===== config.mk =====
export PLATFORM = sky130hd
export DESIGN_NAME = bin_to_bcd_seq_flat
export DESIGN_NICKNAME = d
export VERILOG_FILES = /design/src/rtl/bin_to_bcd_seq_if.sv /design/src/rtl/bin_to_bcd_seq.sv /design/src/flat_wrapper.sv
export SDC_FILE = /design/constraint.sdc
export NUM_CORES = 1
export LEC_CHECK = 0
export ABC_AREA = 1
export CAP_MARGIN = 25
export CORE_MARGIN = 4
export CORE_UTILIZATION = 30
export CTS_CLUSTER_DIAMETER = 30
export CTS_CLUSTER_SIZE = 25
export DETAILED_ROUTE_END_ITERATION = 10
export DONT_BUFFER_PORTS = 1
export GPL_TIMING_DRIVEN = 0
export PLACE_DENSITY = 0.45
export SKIP_LAST_GASP = 1
export SLEW_MARGIN = 5
export SYNTH_ARGS = -nofsm -noshare
export SYNTH_HDL_FRONTEND = slang
export SYNTH_SLANG_ARGS = --single-unit

===== constraint.sdc =====
create_clock -name clk -period 1.3 [get_ports clk]
set_clock_uncertainty 0.1 [all_clocks]
set_input_delay 0.325 -clock clk [delete_from_list [all_inputs] [get_ports clk]]
set_output_delay 0.325 -clock clk [all_outputs]
set_load 0.005 [all_outputs]

===== src/rtl/bin_to_bcd_seq_if.sv =====
// Handshake and result bundle between a binary source and the BCD converter.
// The master drives start/bin; the converter (slave) returns status and the packed BCD result.
interface bin_to_bcd_seq_if #(
  parameter int BIN_W  = 27,
  parameter int DIGITS = 8
);
  logic                  start;
  logic [BIN_W-1:0]      bin;
  logic                  busy;
  logic                  done;
  logic [4*DIGITS-1:0]   bcd;
  logic                  overflow;

  modport master (
    output start, bin,
    input  busy, done, bcd, overflow
  );

  modport slave (
    input  start, bin,
    output busy, done, bcd, overflow
  );
endinterface


===== src/rtl/bin_to_bcd_seq.sv =====
// Iterative double-dabble binary-to-BCD converter, one input bit per clock.
// The bcd/overflow result register holds the previous answer until a conversion completes.
module bin_to_bcd_seq #(
  parameter int BIN_W  = 27,
  parameter int DIGITS = 8
) (
  input  logic              clk,
  input  logic              rst,
  bin_to_bcd_seq_if.slave   bus
);

  // One guard digit above the visible ones catches values past 10^DIGITS-1.
  localparam int SCR_W = 4 * (DIGITS + 1);
  localparam int CNT_W = $clog2(BIN_W + 1);
  localparam int BCD_W = 4 * DIGITS;

  typedef enum logic [1:0] {
    ST_IDLE  = 2'd0,
    ST_SHIFT = 2'd1,
    ST_DONE  = 2'd2
  } state_t;

  state_t             state_r, state_s;
  logic [BIN_W-1:0]   shift_r, shift_s;
  logic [SCR_W-1:0]   scratch_r, scratch_s;
  logic [SCR_W-1:0]   adj_s;
  logic [CNT_W-1:0]   cnt_r, cnt_s;
  logic [BCD_W-1:0]   bcd_r, bcd_s;
  logic               overflow_r, overflow_s;
  logic               busy_r, done_r;

  // Add 3 to every digit that is 5 or more; digits are independent (no carries).
  function automatic logic [SCR_W-1:0] add3(input logic [SCR_W-1:0] v);
    logic [SCR_W-1:0] r;
    r = v;
    for (int k = 0; k < DIGITS + 1; k++) begin
      if (v[4*k +: 4] >= 4'd5) begin
        r[4*k +: 4] = v[4*k +: 4] + 4'd3;
      end else begin
        r[4*k +: 4] = v[4*k +: 4];
      end
    end
    return r;
  endfunction

  // Next-state and datapath update for the IDLE/SHIFT/DONE sequence.
  always_comb begin
    state_s    = state_r;
    shift_s    = shift_r;
    scratch_s  = scratch_r;
    cnt_s      = cnt_r;
    bcd_s      = bcd_r;
    overflow_s = overflow_r;
    adj_s      = add3(scratch_r);

    case (state_r)
      ST_IDLE: begin
        if (bus.start) begin
          shift_s   = bus.bin;
          scratch_s = {SCR_W{1'b0}};
          cnt_s     = CNT_W'(BIN_W);
          state_s   = ST_SHIFT;
        end else begin
          state_s   = ST_IDLE;
        end
      end
      ST_SHIFT: begin
        {scratch_s, shift_s} = {adj_s[SCR_W-2:0], shift_r, 1'b0};
        cnt_s = cnt_r - CNT_W'(1);
        if (cnt_r == CNT_W'(1)) begin
          state_s = ST_DONE;
        end else begin
          state_s = ST_SHIFT;
        end
      end
      ST_DONE: begin
        if (scratch_r[SCR_W-1 -: 4] != 4'd0) begin
          overflow_s = 1'b1;
          bcd_s      = {DIGITS{4'h9}};
        end else begin
          overflow_s = 1'b0;
          bcd_s      = scratch_r[BCD_W-1:0];
        end
        state_s = ST_IDLE;
      end
      default: begin
        state_s = ST_IDLE;
      end
    endcase
  end

  // State, datapath and registered status outputs.
  always_ff @(posedge clk) begin
    if (!rst) begin
      state_r    <= ST_IDLE;
      shift_r    <= {BIN_W{1'b0}};
      scratch_r  <= {SCR_W{1'b0}};
      cnt_r      <= {CNT_W{1'b0}};
      bcd_r      <= {BCD_W{1'b0}};
      overflow_r <= 1'b0;
      busy_r     <= 1'b0;
      done_r     <= 1'b0;
    end else begin
      state_r    <= state_s;
      shift_r    <= shift_s;
      scratch_r  <= scratch_s;
      cnt_r      <= cnt_s;
      bcd_r      <= bcd_s;
      overflow_r <= overflow_s;
      busy_r     <= (state_s != ST_IDLE);
      done_r     <= (state_s == ST_DONE);
    end
  end

  assign bus.busy     = busy_r;
  assign bus.done     = done_r;
  assign bus.bcd      = bcd_r;
  assign bus.overflow = overflow_r;

endmodule


===== src/flat_wrapper.sv =====
// flat-port wrapper written by rule: the top's interface ports become plain ports
module bin_to_bcd_seq_flat 
#(
  parameter int BIN_W  = 27,
  parameter int DIGITS = 8
)
  (clk, rst, bus_start, bus_bin, bus_busy, bus_done, bus_bcd, bus_overflow);
  bin_to_bcd_seq_if #(.BIN_W(BIN_W), .DIGITS(DIGITS)) bus_i ();
  input  logic clk;
  input  logic rst;
  input wire logic [$bits(bus_i.start)-1:0] bus_start;
  input wire logic [$bits(bus_i.bin)-1:0] bus_bin;
  output wire logic [$bits(bus_i.busy)-1:0] bus_busy;
  output wire logic [$bits(bus_i.done)-1:0] bus_done;
  output wire logic [$bits(bus_i.bcd)-1:0] bus_bcd;
  output wire logic [$bits(bus_i.overflow)-1:0] bus_overflow;
  assign bus_i.start = bus_start;
  assign bus_i.bin = bus_bin;
  assign bus_busy = bus_i.busy;
  assign bus_done = bus_i.done;
  assign bus_bcd = bus_i.bcd;
  assign bus_overflow = bus_i.overflow;
  bin_to_bcd_seq #(.BIN_W(BIN_W), .DIGITS(DIGITS)) u_core (.clk(clk), .rst(rst), .bus(bus_i));
endmodule

After elaboration in Yosys (flattened, before gate mapping). Index checks and enable logic that the tools add are counted.

Flip-flop bits (word level): 105. Latch bits: 0. Memory bits (writable): 0. Bits in read-only memories: 0. Bits of input ports: 30. Output and inout bits: 35. Word-level logic and storage cells: 57. Memories: 0.

Add/sub/neg operators: 10. Multiply operators: 0. Divide/modulo/power cells: 0. Magnitude comparators: 9. Eq/ne operators: 5. Shift-type cells: 0. Multiplexer cells: 20. Bitwise logic cells: 0. Reductions and logical operators: 5.

Operator list (count): $pmux W36 S2 (1); $pmux W27 S2 (1); $ge A4 B3 Y1 const B (9); $mux W36 (1); $add A4 B2 Y4 const B (8); $mux W32 (1); $mux W4 (8); $mux W27 (1); $pmux W5 S2 (1); $eq A5 B1 Y1 const B (1); $mux W5 (1); $sub A5 B1 Y5 const B (1); $eq A2 B2 Y1 const B (2); $pmux W2 S2 (1); $reduce_bool A2 Y1 (2); $reduce_bool A4 Y1 (1); $add A3 B2 Y3 const B (1); $mux W3 (1); $eq A2 B1 Y1 const B (1); $logic_not A2 Y1 (1); $mux W1 (2); $mux W2 (1); $ne A2 B2 Y1 const B (1); $reduce_and A2 Y1 (1).

Logic depth before layout (Yosys ltp).
Depth after elaboration: 4. Mapped depth: 9. Gate-level depth less buffers: 9.

Worst setup path before layout. OpenSTA, ideal clock, no wires.

Path kind: reg-to-reg. Start point: register u_core.scratch_r[32]. End point: register u_core.bcd_r[11] (netlist: u_core.bus.bcd[11]). Library setup time: 0.126 ns. Data arrival time: 1.138 ns. Data required time: 1.074 ns. Slack: -0.064 ns. Stages on the path, launching flop included: 8. Buffers on the path: 2. Period minus slack after synthesis: 1.364 ns. Cells stage by stage: dfxtp_1 > inv_1 > ha_1 > nand2_1 > nor2_1 > buf_2 > buf_2 > a31oi_1.

Longest elaborated chain between the ends: 2.

RTL lines: start, declared (RTL line bin_to_bcd_seq.sv:25) `logic [SCR_W-1:0] scratch_r, scratch_s;`; start signal, assigned (RTL line bin_to_bcd_seq.sv:97) `scratch_r <= {SCR_W{1'b0}};`; start signal, assigned (RTL line bin_to_bcd_seq.sv:106) `scratch_r <= scratch_s;`; $reduce_bool A4 Y1 (RTL line bin_to_bcd_seq.sv:77) `if (scratch_r[SCR_W-1 -: 4] != 4'd0) begin`; $mux W32 (RTL line bin_to_bcd_seq.sv:77); end signal, assigned (RTL line bin_to_bcd_seq.sv:99) `bcd_r <= {BCD_W{1'b0}};`; end signal, assigned (RTL line bin_to_bcd_seq.sv:108) `bcd_r <= bcd_s;`; end, declared (RTL line bin_to_bcd_seq.sv:28) `logic [BCD_W-1:0] bcd_r, bcd_s;`.

No other way between the ends. A chain may end at the register's enable or synchronous reset.

Worst setup path in the final report.
Start point: register u_core.scratch_r[33]. End point: register u_core.scratch_r[33].

Longest elaborated chain between the ends: 3.

RTL lines: $ge A4 B3 Y1 (RTL line bin_to_bcd_seq.sv:37) `if (v[4*k +: 4] >= 4'd5) begin`; $mux W3 (RTL line bin_to_bcd_seq.sv:37); $pmux W36 S2 (RTL line bin_to_bcd_seq.sv:56) `case (state_r)`.

No other way between the ends.

==> flow_summary.yaml <==
floorplan:
  io_pins: 65
  rows: 46
  fp.dieW_um: 136
  die_height_um: 136
  die-area_um2: 18600
  coreArea_um2: 16000
  start_util_pct: 30.9
run_status:
  violations: "negative setup slack"
  outcome: "finished with violations"
sta:
  slew_headroom_pct: 56.7
  grt_setup_unrepaired: "yes"
  final-hold-violation-count: 0
  clock.fmax_mhz: 748
  period_share_pct: 103
  setup_viol: 29
  layout_setup_ws_ns: -0.0377
  maxSlewViolCount: 0
  worst_slew_pin_slew_ns: 0.649
  finalCriticalPeriod_ns: 1.34
power_and_ir_drop:
  finalPower_mw: 7.19
  powerDensity_nw_per_um2: 1070
  p_leak_nw: 2.84
  peakVddDrop_v: 0.000662
detailed_routing:
  drt-total-wl_um: 15200
  drt_iter0_drc: 205
  drc: 0
  num_vias: 4869
  wl_per_cell_um: 15.4
  vias_per_cell: 4.92
  ant_nets: 0
  firstDrtPassIters: 5
cts:
  cts_buffers: 9
  cts_tree: "yes"
  clkSlewWorstSetupHoldPaths_ns: 0.07
  clk_latency_ns: 0.36
  h-tree-depth: 3
  cts_root_buffer: "clkbuf_16"
  cts_buffer_depth: 2
  clock_sinks: 105
logic_synthesis:
  synth_nets: 767
  ys_warn_count: 0
  synth_cell_types: 23
  synth-main-ff-cell: "dfxtp_1"
  syn-mean-instance-area_um2: 6.90
  yosysSeqAreaShare_pct: 42.5
  synth_edf_count: 0
  synth_area_um2: 4940
  async_reset_ff_share_pct: 0
  synthCells: 716
  synth_seq_cells: 105
min_path:
  hp-start: "bus_bin[26]"
  hp-class: "input port to register"
  min_to: "u_core.shift_r[26]"
  min_path_cells: 2
setup_path:
  crit_slowest_cell: "dfxtp_2"
  cp_slowest_stage_delay_ns: 0.35
  critPathRequiredTime_ns: 1.48
  crit_top_cell: "nand3_2"
  cp-start-kind: "register"
  worstReg2RegEnd: "u_core.scratch_r[33]"
  crit_chain: "inv_4, buf_6, ha_1, nand2_1, nand3_2, nand2_2, nand3_2, a21oi_2"
  r2r_slack_ns: -0.04
  r2r_cells: 8
  cp_num_buf_inv: 2
  cp_max_fo: 3
  crit_family: "simple AND/OR/NAND/NOR gates"
  reg2reg_from: "u_core.scratch_r[33]"
  cp.arrival_ns: 1.52
  critPathLaunch: "u_core.scratch_r[33]"
  critPathKind: "register to register"
  cp-end-kind: "register"
final_layout:
  drive_gt1_share_pct: 26.9
  fin_area_um2: 6740
  antenna_cells: 0
  nets: 820
  area_growth_syn_to_layout_pct: 36.2
global_route:
  gr-total-overflow: 0
  grt_pass1_vias: 4543
  grt_max_degree: 17
  grt_pass1_wl_um: 23800
  gr-usage-all-layers_pct: 16.4
  antenna_found_initial: 0
placement:
  port_buffers: 0
  dpl_cell_area_um2: 5220
  hpwl_um: 9730
  gp_congestion: 0.821
flow_run:
  drv_cap: 0
## worst max-delay path by stage
stage / endpoint / slack, ns / depth (start not counted)
after floorplan: u_core.bus.bcd[11] / 0.001 / 7
after global placement: u_core.scratch_r[35] / -0.52 / 5
after global routing: u_core.cnt_r[4] / -0.12 / 7
after detailed placement: u_core.scratch_r[35] / -0.50 / 5
final: u_core.scratch_r[33] / -0.04 / 8
after CTS: u_core.bus.bcd[10] / -0.04 / 8
## cell usage after synthesis, types with 2 or more instances
library cell	number	share of area, %
a31oi_1	13	1.6
nand2_1	229	17
nand3_1	80	8.1
buf_1	4	0.30
o211ai_1	8	1.2
dfxtp_1	105	43
o31ai_1	2	0.30
nor2_1	50	3.8
ha_1	21	5.3
o21ai_0	29	2.9
nand4_1	18	2.3
nor2_2	3	0.38
inv_2	5	0.38
clkbuf_1	11	0.84
nor3_1	3	0.30
buf_2	17	1.7
a21oi_1	49	5.0
buf_4	2	0.30
inv_1	63	4.8
## per-stage QoR
step	std cells	setup TNS (ns)	worst slack (ns)	hold slack (ns)	utilization (%)
2_1_floorplan	716	0	0.00116	0.326	-
3_3_place_gp	932	-31.90	-0.523	0.342	32.6
3_5_place_dp	932	-32.72	-0.499	0.340	32.6
4_1_cts	968	-0.797	-0.0401	0.000463	38.4
5_1_grt	990	-6.61	-0.119	0.0232	42.1
6_report	990	-0.419	-0.0377	0.0133	42.1
## per-layer routing
| layer | up-vias | track usage, % | part of all wire (%) |
|---|---|---|---|
| li1 | 2464 | - | - |
| met1 | 2280 | 20.9 | 46 |
| met2 | 106 | 26.2 | 46 |
| met3 | 19 | 5.40 | 5.3 |
| met4 | 0 | 5.21 | 2.0 |
| met5 | - | 0 | 0 |
## where the power goes
group	switching, mW	internal, mW
Combinational	0.578	0.432
Clock	1.25	1.54
Sequential	0.0752	3.31
## timing repair
item                                    in CTS  in global routing
cloned                                       3                  4
endpoints found under the setup margin     103                101
hold endpoints to repair                     3                  0
buffers inserted                            14                 18
hold buffers                                 3                  0
pin swaps                                   10                 32
gates resized for setup                    151                106
## registers in the layout (all words and copies together), names as in the netlist
signal               count
u_core.state_r           2
u_core.bus.overflow      1
u_core.bus.bcd          32
u_core.bus.busy          1
u_core.shift_r          27
u_core.bus.done          1
u_core.cnt_r             5
u_core.scratch_r        36
## worst register-to-register path: stages (launching register included)
cell,delay (ns)
dfxtp_2,0.35
inv_4,0.05
buf_6,0.11
ha_1,0.16
nand2_1,0.12
nand3_2,0.10
nand2_2,0.08
nand3_2,0.06
a21oi_2,0.14
## area by class of cell
class                      instances  area [um^2]
buffer                            34          364
sequential                       105         2150
fill                            1629         9270
clock buffer                      11          243
multi-input combinational        509         2840
timing repair buffer              42          487
inverter                          68          320
clock inverter                     5         55.1
tap                              216          270
## kinds of logic (layout without fill, tap and decap cells)
family          count (synthesis)  count (layout)  synth area share [%]
fa+ha+maj                      21              21                  5.32
simple gates                  385             385                  32.5
flops                         105             105                  42.5
compound gates                103             103                  11.3
buf+inv                       102             160                  8.33
## cell usage in the layout (no fill, tap or decap), drive strengths merged, types with 21 or more instances in the layout
master / instances
nand2: 230
dfxtp: 105
nand3: 80
inv: 68
buf: 59
nor2: 53
a21oi: 49
o21ai: 30
clkbuf: 25
ha: 21
Note: power is estimated with default switching activity, not from simulation.
